## config.mk

```make
export PLATFORM = sky130hd
export DESIGN_NAME = async_fifo_wr_arb
export DESIGN_NICKNAME = d
export VERILOG_FILES = /design/src/rtl/async_fifo_wr_arb.sv
export SDC_FILE = /design/constraint.sdc
export NUM_CORES = 1
export LEC_CHECK = 0
export CORE_MARGIN = 10
export CORE_UTILIZATION = 39
export DETAILED_ROUTE_END_ITERATION = 8
export GPL_ROUTABILITY_DRIVEN = 0
export PLACE_DENSITY = 0.78
export SYNTH_ARGS = -nofsm -noshare
export SYNTH_HDL_FRONTEND = slang
export SYNTH_SLANG_ARGS = --single-unit
```

## constraint.sdc

```tcl
create_clock -name wclk -period 2.5 [get_ports wclk]
set_clock_uncertainty 0.15 [all_clocks]
set_input_delay 0.5 -clock wclk [delete_from_list [all_inputs] [get_ports wclk]]
set_output_delay 0.5 -clock wclk [all_outputs]
set_load 0.05 [all_outputs]
```

## src/rtl/async_fifo_wr_arb.sv

```systemverilog
// Round-robin write-port arbiter for the async FIFO, wclk domain, with a one-word holding register.
// Optional per-requester grant/stall statistics are built when ASYNC_FIFO_WR_ARB_STATS_EN is defined.
module async_fifo_wr_arb #(
    parameter int NREQ     = 4,
    parameter int IDWIDTH  = 2,
    parameter int DWIDTH   = 8,
    parameter int MAXBURST = 4,
    parameter int BCWIDTH  = 3
) (
    input  logic                   wclk,
    input  logic                   reset,
    input  logic [NREQ-1:0]        req,
    input  logic [NREQ*DWIDTH-1:0] din,
    output logic [NREQ-1:0]        gnt,
    output logic                   push,
    output logic [DWIDTH-1:0]      wdata,
    input  logic                   full,
    output logic [IDWIDTH-1:0]     owner,
    output logic                   busy,
    input  logic [IDWIDTH-1:0]     cnt_sel,
    output logic [15:0]            cnt_val
);

    localparam logic [0:0] ST_IDLE  = 1'b0;
    localparam logic [0:0] ST_BURST = 1'b1;

    logic [0:0]         state;
    logic [IDWIDTH-1:0] rr_ptr;
    logic [IDWIDTH-1:0] winner;
    logic [IDWIDTH-1:0] sel;
    logic [BCWIDTH-1:0] burst_cnt;
    logic [BCWIDTH-1:0] burst_nxt;
    logic               out_vld;
    logic               load;
    logic               found;
    logic               grant_en;
    logic [DWIDTH-1:0]  din_arr [NREQ];

    function automatic logic [IDWIDTH-1:0] next_idx(input logic [IDWIDTH-1:0] i);
        return (i == IDWIDTH'(NREQ - 1)) ? '0 : i + 1'b1;
    endfunction

    for (genvar g = 0; g < NREQ; g++) begin : g_din
        assign din_arr[g] = din[g*DWIDTH +: DWIDTH];
    end

    // Reset suppresses both handshakes so a word in flight is dropped rather than pushed.
    assign push      = out_vld & ~full & ~reset;
    assign load      = ~out_vld | push;
    assign busy      = (state == ST_BURST) | out_vld;
    assign burst_nxt = burst_cnt + 1'b1;

    always_comb begin
        found  = 1'b0;
        winner = '0;
        for (int k = 0; k < NREQ; k++) begin
            if (!found && req[(int'(rr_ptr) + k) % NREQ]) begin
                found  = 1'b1;
                winner = IDWIDTH'((int'(rr_ptr) + k) % NREQ);
            end
        end
    end

    always_comb begin
        grant_en = 1'b0;
        sel      = winner;
        if (!reset) begin
            if (state == ST_IDLE) begin
                grant_en = load & found;
            end else begin
                sel      = owner;
                grant_en = req[owner] & load & (burst_cnt < BCWIDTH'(MAXBURST));
            end
        end
        gnt = grant_en ? (NREQ'(1) << sel) : '0;
    end

    always_ff @(posedge wclk) begin
        if (reset) begin
            state     <= ST_IDLE;
            rr_ptr    <= '0;
            owner     <= '0;
            burst_cnt <= '0;
            out_vld   <= 1'b0;
            wdata     <= '0;
        end else begin
            if (grant_en) begin
                wdata   <= din_arr[sel];
                out_vld <= 1'b1;
                owner   <= sel;
            end else if (push) begin
                out_vld <= 1'b0;
            end
            if (state == ST_IDLE) begin
                if (grant_en) begin
                    burst_cnt <= BCWIDTH'(1);
                    if (MAXBURST > 1) state  <= ST_BURST;
                    else              rr_ptr <= next_idx(winner);
                end
            end else if (grant_en) begin
                burst_cnt <= burst_nxt;
                if (burst_nxt == BCWIDTH'(MAXBURST)) begin
                    rr_ptr <= next_idx(owner);
                    state  <= ST_IDLE;
                end
            end else if (!req[owner]) begin
                // Owner dropped: one bubble cycle, re-arbitration starts next cycle.
                rr_ptr <= next_idx(owner);
                state  <= ST_IDLE;
            end
        end
    end

`ifdef ASYNC_FIFO_WR_ARB_STATS_EN
    logic [15:0] gnt_cnt [NREQ];
    logic [15:0] stall_cnt;

    function automatic logic [15:0] sat_inc(input logic [15:0] v);
        return (v == 16'hFFFF) ? v : v + 16'd1;
    endfunction

    always_ff @(posedge wclk) begin
        if (reset) begin
            for (int i = 0; i < NREQ; i++) gnt_cnt[i] <= '0;
            stall_cnt <= '0;
            cnt_val   <= '0;
        end else begin
            for (int i = 0; i < NREQ; i++) begin
                if (gnt[i]) gnt_cnt[i] <= sat_inc(gnt_cnt[i]);
            end
            if (out_vld && full) stall_cnt <= sat_inc(stall_cnt);
            if (int'(cnt_sel) < NREQ)       cnt_val <= gnt_cnt[cnt_sel];
            else if (int'(cnt_sel) == NREQ) cnt_val <= stall_cnt;
            else                            cnt_val <= '0;
        end
    end
`else
    logic unused_cnt_sel;
    assign unused_cnt_sel = ^cnt_sel;
    assign cnt_val        = '0;
`endif

endmodule

```

After elaboration in Yosys (flattened, before gate mapping)
Index checks and enable logic that the tools add are counted.
- mux-type cells: 43
- shift operators: 1
- magnitude comparators: 7
- add/sub/neg operators: 5
- eq/ne operators: 4
- bitwise operators: 14
- reductions and logical operators: 11
- operators by type and width (operator ; number):
    $mux 1 ; 21
    $mux 2 ; 10
    $bmux 8 s2 ; 1
    $mux 8 ; 2
    $lt 3x4->1 const B ; 3
    $bmux 1 s2 ; 5
    $mux 3 ; 3
    $lt 2x3->1 const B ; 2
    $reduce_or 2->1 ; 3
    $and 1x1->1 ; 5
    $add 2x1->2 const B ; 2
    $add 2x2->2 const B ; 2
    $mux 4 ; 1
    $shl 1x2->4 const A ; 1
    $add 3x1->3 const B ; 1
    $and 1x1->1 const A ; 3
    $eq 3x3->1 const B ; 1
    $ge 3x3->1 const B ; 1
    $logic_and 1x1->1 ; 3
    $logic_not 1->1 ; 3
    $lt 3x3->1 const B ; 1
    $not 1->1 ; 3
    $not 2->3 ; 1
    $reduce_and 3->1 ; 1
    5 further kinds ; 6
- input bits: 41
- word-level logic and storage cells: 91
- output and inout port bits: 32
- flip-flop bits (word level): 17

Longest topological paths before layout
Gate-level depths: netlist (run 1).
- depth after elaboration: 20
- depth in mapped cells: 7
- gate-level depth less buffers: 6

Worst setup path before layout (run 1)
OpenSTA, ideal clock, no wires.
- kind: flip-flop to output port
- start: register owner[1]
- end: output port gnt[2]
- path slack: -0.625 ns
- data required time: 1.850 ns
- path buffers: 1
- arrival time: 2.475 ns
- stages on the path, launching flop included: 7
- cells stage by stage: dfxtp_1 > mux2_4 > and4_4 > o31ai_4 > or3_4 > buf_6 > nor2_1
- word-level cells in the longest chain between the ends: 7
- elaborated cells on any way between the ends: 10
- those cells by class: shift (1); mux (7); bitwise (2)
- RTL lines (element ; line ; source):
    start, declared ; 18 ; output logic [IDWIDTH-1:0] owner,
    start signal, assigned ; 90 ; owner <= sel;
    $bmux 1 s2 ; 72 ; grant_en = req[owner] & load & (burst_cnt < BCWIDTH'(MAXBURST));
    $mux 1 (implied by the code) ; 72 ;
    $and 1x1->1 (2 in series) ; 72 ;
    $mux 1 ; 68 ; if (state == ST_IDLE) begin
    $mux 1 ; 67 ; if (!reset) begin
    $mux 4 (*) ; 75 ; gnt = grant_en ? (NREQ'(1) << sel) : '0;
    end, declared ; 14 ; output logic [NREQ-1:0] gnt,
Mark *: on every way between the ends. The rest lies on a longest branch, timed or not. The select of a mux whose other input is x is not followed.

Worst setup path after layout (run 1)
- start: register owner[1]
- end: output port gnt[0]
Same word-level chain as after synthesis.

==> flow_summary.toml, run 1 <==
[yosys]
yosysSeqAreaShare_pct = 25.6
syn-instance-count = 142
ys_top_cells_by_count = "buf_4, mux2i_1, dfxtp_1"
ys_warn_count = 0
synth_area_leaders = "dfxtp_1, mux2i_1, buf_4"
ys.flop_type = "dfxtp_1"
syn_area_per_cell_um2 = 9.38
ys_types = 37
yosys.area.top_type = "dfxtp_1"
synth-seq-cells = 17
synth_top_area_share_pct = 25.6
async_reset_ff_share_pct = 0
synth-edff-count = 0
synth_area_um2 = 1330

[clocking]
cts_made_buffers = 3
cts_hold_repair.buffers = 0
clock-sinks = 17
cts.htree.levels = 1
path_clk_slew_ns = 0.11
insertion_delay_ns = 0.30
clk_path_buf_depth = 2
clock-root-buffer = "clkbuf_4"
cts_tree = "built"

[timing]
finalSetupTns_ns = -0.324
setup_viol = 4
layout_setup_ws_ns = -0.0854
hold_viol_final = 0
relSlewSlack_pct = 63.4
whs_ns = 0.317
clock.fmax_mhz = 387
tightest_slew_ns = 0.547
min_period_ns = 2.59
period_share_pct = 103
finalMaxSlewViolations = 0
rsz0062_at_grt = "yes"

[cells_and_area]
antenna_cells = 0
multiInputGateArea_um2 = 946
drive_gt1_share_pct = 32.2
area_growth_pct = 59.1
fillers = 288
final_nets = 259
final_util_pct = 64.0
register_area_um2 = 350

[place]
port_buffers = 54
dpl.hpwl_um = 3600
place_ws_ns = -0.568

[hold_path]
hold_path_class = "reg -> reg"

[floorplanning]
core_area_um2 = 3310
die_area_um2 = 6150
num_io_pins = 73
die_h_um = 78.4
rows = 21
die_w_um = 78.4
start_util_pct = 40.2

[power]
irDropWorstVdd_mv = 0.665
p_per_area_nw_per_um2 = 930
cellLeakagePower_nw = 0.893

[routing]
viasPerCell = 4.96
num_vias = 1289
drt_iter0_markers = 56
ant_nets = 0
wl_per_cell_um = 17.0
drc = 0
drtPass1Iterations = 4
wl_um = 4410

[setup_path]
cp_data_arrival_time_ns = 1.94
required_ns = 1.85
crit_family = "compound AO/OA/AOI/OAI gates"
crit_buf_inv = 1
crit_chain = "mux2_4 -> and3_4 -> o31ai_4 -> o21bai_4 -> nor2_4 -> buf_12"
endpoint_kind = "primary output"
cp_max_fo = 4
slowest_stage = "dfxtp_4"
crit_type = "reg -> out"
critPathMaxStageDelay_ns = 0.40
start_kind = "register"

[grt]
grtUsageTotal_pct = 13.9
grt_max_degree = 12
antenna_found_initial = 0
grt_pass1_vias = 1448
overflow = 0
grt_first_pass_wirelength_um = 7020

[status]
outcome = "complete, but fails checks"
failed_checks = "setup timing"

[run]
drv_cap = 0
==> path summary, 6_finish.rpt <==
path	start	end	depth (start not counted)	slack (ns)
worst min-delay path	burst_cnt[1]$_SDFFE_PP0P_	burst_cnt[1]$_SDFFE_PP0P_	2	0.32
worst max register to register	rr_ptr[1]$_SDFFE_PP0P_	wdata[3]$_SDFFE_PP0P_	6	0.25
worst min register to register	burst_cnt[1]$_SDFFE_PP0P_	burst_cnt[1]$_SDFFE_PP0P_	2	0.32
worst max-delay path	owner[1]$_SDFFE_PP0P_	gnt[0]	6	-0.09
==> metal layers <==
layer,vias to the layer above,track usage (%),routed length (µm)
met5,-,0,0
met4,0,4.30,57
met1,618,14.1,1660
li1,630,-,-
met3,8,3.76,200
met2,33,26.6,2490
==> power by group <==
group | switching (W) | total (W) | internal [W]
clock network | 0.0000980 | 0.000158 | 0.0000596
registers | 0.0000765 | 0.000448 | 0.000372
logic | 0.000789 | 0.00136 | 0.000576
total | 0.000964 | 0.00197 | 0.00101
==> cells by family (layout without fill, tap and decap cells) <==
logic type               after synthesis  count (layout)  synth area share (%)
AND/OR/NAND/NOR                       51              51                  23.1
AO/OA/AOI/OAI                         24              24                  18.9
adder cells (fa/ha/maj)                3               3                  2.82
buffers and inverters                 25              82                  13.1
flip-flops                            17              17                  25.6
other                                  1              16                 0.282
multiplexers                          21              21                  16.3
==> cell type report <==
type | instances | share of cell area, %
sequential | 17 | 16.5
inverter | 2 | 0.354
multi-input combinational | 115 | 44.7
clock buffer | 3 | 1.06
clock inverter | 1 | 0.236
tap | 46 | 2.72
timing repair buffer | 76 | 34.4
==> state kept, by name, indices dropped and copies added (netlist names) <==
register	flops
out_vld	1
burst_cnt	3
state	1
rr_ptr	2
owner	2
wdata	8
==> metrics by stage <==
step | total power, W | cell area, µm² | cells
final | 0.00197 | 2120 | 260
after global routing | 0.00207 | 2120 | 260
after CTS | 0.00198 | 2120 | 260
after detailed placement | 0.00177 | 2050 | 252
after global placement | 0.00173 | 2050 | 252
after floorplan | 0.00132 | 1420 | 157
==> worst register-to-register path: cells and delay by family, from the launching register on <==
kind / cells / cell delay (ns)
buffers and inverters: 2 / 0.48
and+or+nand+nor: 1 / 0.47
AOI/OAI and AO/OA: 2 / 0.41
DFF: 1 / 0.38
muxes: 1 / 0.26
==> timing repair <==
item / in CTS / in global routing
setup endpoints to repair: 11 / 4
gates resized for setup: 29 / 3
buffers inserted: 4 / 0
pin swaps: 6 / 3
==> cell usage in the layout, fill, tap and decap left out, types with 3 or more instances in the layout <==
| cell | synthesis | routed |
|---|---|---|
| mux2i_1 | 19 | 19 |
| nor2b_1 | 5 | 4 |
| conb_1 | 1 | 16 |
| o221ai_2 | 8 | 8 |
| buf_2 | 1 | 4 |
| ha_1 | 3 | 3 |
| clkdlybuf4s50_1 | 0 | 43 |
| buf_4 | 19 | 22 |
| clkbuf_4 | 0 | 3 |
| nand2_1 | 8 | 8 |
| buf_12 | 0 | 5 |
| nor2_4 | 0 | 4 |
| nand3b_1 | 9 | 9 |
| dfxtp_1 | 17 | 13 |
| or2_2 | 3 | 3 |
| nor2_1 | 10 | 6 |
| a21oi_1 | 5 | 4 |
(Power assumes the default switching activity.)
==> run 2: changes to the inputs <==
--- a/config.mk
+++ b/config.mk
@@ -6,10 +6,11 @@
 export NUM_CORES = 1
 export LEC_CHECK = 0
 export CORE_MARGIN = 10
-export CORE_UTILIZATION = 39
+export CORE_UTILIZATION = 55
 export DETAILED_ROUTE_END_ITERATION = 8
+export DONT_BUFFER_PORTS = 1
 export GPL_ROUTABILITY_DRIVEN = 0
-export PLACE_DENSITY = 0.78
+export PLACE_DENSITY = 0.67
 export SYNTH_ARGS = -nofsm -noshare
 export SYNTH_HDL_FRONTEND = slang
 export SYNTH_SLANG_ARGS = --single-unit
==> run 2 against run 1 <==
Effect of this change:
- the flow still finishes with violations (setup timing)
- total power is 12% lower
- register-to-register slack better by 0.11 ns
- wire length is 20% lower
- worst hold slack worse by 0.20 ns
- critical path type is now in -> out
==> flow_summary.toml, run 2 (synthesized netlist as in run 1, its figures left out) <==
[routing]
drt_iter0_markers = 102
num_vias = 1051
drtPass1Iterations = 4
wl_per_cell_um = 19.1
wl_um = 3510
viasPerCell = 5.71
ant_nets = 0
drc = 0

[grt]
use_met3_pct = 5.56
grt_max_degree = 21
antenna_found_initial = 0
grt_first_pass_wirelength_um = 5550
overflow = 0
grt_pass1_vias = 1128
grtUsageTotal_pct = 13.3
met2_usage_pct = 21.3
top_usage_layer = "met2"
use_met1_pct = 15.8

[power]
p_per_area_nw_per_um2 = 1100
intPower_w = 0.000839
switching_share_pct = 51.6
p_sw_w = 0.000896
power.share.combinational_pct = 51.7
cellLeakagePower_nw = 0.663
power_frac_seq_pct = 39.9
irDropWorstVdd_mv = 0.782
clkPwrFrac_pct = 8.4

[setup_path]
crit_family = "simple AND/OR/NAND/NOR gates"
cp_max_fo = 6
required_ns = 1.85
cp_data_arrival_time_ns = 1.88
crit_type = "in -> out"
crit_buf_inv = 1
start_kind = "input port"
slowest_stage = "nor4_2"
crit_chain = "nor4_2 -> nor2_1 -> o31ai_4 -> o21bai_4 -> nor2_4 -> buf_12"
endpoint_kind = "primary output"
critPathMaxStageDelay_ns = 0.48

[floorplanning]
rows = 17
num_io_pins = 73
die_area_um2 = 4790
core_area_um2 = 2250
start_util_pct = 59.0
die_h_um = 69.2
die_w_um = 69.2

[cells_and_area]
final_cell_mix = "mux2i_1, conb_1, buf_4"
drive_gt1_share_pct = 38.5
regMostFlops = "wdata"
reg_top3 = "wdata: 8 flops, burst_cnt: 3 flops"
register_area_um2 = 354
fillers = 179
largest_reg_flops = 8
final_nets = 201
final_util_pct = 70.1
antenna_cells = 0
area_growth_pct = 18.7
final_common_cell = "mux2i_1"
stdcell_count = 184
multiInputGateArea_um2 = 985

[timing]
hold_viol_final = 0
relSlewSlack_pct = 64.2
layout_setup_ws_ns = -0.0346
min_period_ns = 2.53
tightest_slew_ns = 0.537
setup_viol = 3
clock.fmax_mhz = 395
rsz0062_at_grt = "yes"
finalMaxSlewViolations = 0
period_share_pct = 101

[status]
outcome = "complete, but fails checks"
failed_checks = "setup timing"

[clocking]
insertion_delay_ns = 0.28
clock-root-buffer = "clkbuf_4"
cts.htree.levels = 1
path_clk_slew_ns = 0.10
clock-sinks = 17
cts_made_buffers = 3
clk_path_buf_depth = 2
cts_tree = "built"

[place]
dpl.hpwl_um = 2710
port_buffers = 0
place_ws_ns = -0.0147
dp.cells = 175

[run]
drv_cap = 0

[hold_path]
hold_path_class = "in -> reg"
==> run 2: metrics by stage <==
step / instance area, µm² / TNS [ns] / total power, W / hold WS, ns
after global placement: 1420 / 0 / 0.00146 / 0.287
after floorplan: 1420 / -0.109 / 0.00132 / 0.286
after detailed placement: 1420 / -0.0147 / 0.00148 / 0.305
after global routing: 1580 / -0.302 / 0.00183 / 0.0934
after CTS: 1490 / -0.122 / 0.00167 / 0.104
final: 1580 / -0.0754 / 0.00174 / 0.114
==> run 2: area by class of cell <==
class | count | share of cell area (%)
Tap cell | 28 | 2.22
Inverter | 2 | 0.475
Timing Repair Buffer | 18 | 10.9
Multi-Input combinational cell | 115 | 62.3
Clock buffer | 4 | 1.66
Sequential cell | 17 | 22.4
==> run 2: power by group through the flow <==
stage | clock (W) | combinational (W) | sequential (W)
floorplan | 0 | 0.000642 | 0.000674
global placement | 0 | 0.000773 | 0.000684
detailed placement | 0 | 0.000795 | 0.000686
CTS | 0.000153 | 0.000830 | 0.000685
global route | 0.000165 | 0.000954 | 0.000710
finish | 0.000146 | 0.000896 | 0.000693
==> run 2: final timing paths <==
| path | cells after the start | slack [ns] | startpoint | to |
|---|---|---|---|---|
| hold / removal | 1 | 0.11 | reset | rr_ptr[1]$_SDFFE_PP0P_ |
| hold reg to reg | 2 | 0.31 | burst_cnt[1]$_SDFFE_PP0P_ | burst_cnt[1]$_SDFFE_PP0P_ |
| setup / recovery | 6 | -0.03 | req[2] | gnt[0] |
| setup reg to reg | 8 | 0.36 | owner[1]$_SDFFE_PP0P_ | burst_cnt[2]$_SDFFE_PP0P_ |
==> run 2: worst register-to-register path: cells and delay by family, from the launching register on <==
family,cells,cell delay (ns)
buf+inv,3,0.44
simple gates,2,0.67
compound gates,2,0.24
flops,1,0.37
mux,1,0.21
==> run 2: metal layers <==
metal | vias to the layer above | share of wire, %
met5 | - | 0
met2 | 50 | 47
met1 | 484 | 43
met3 | 2 | 9.7
li1 | 515 | -
met4 | 0 | 0.20
==> run 2: what timing repair did <==
item                       in CTS  in global routing
buffers inserted                3                  2
gates cloned                    0                  0
pin swaps                       7                  6
setup endpoints to repair       4                  4
hold buffers                    0                  0
resized for setup               7                 16
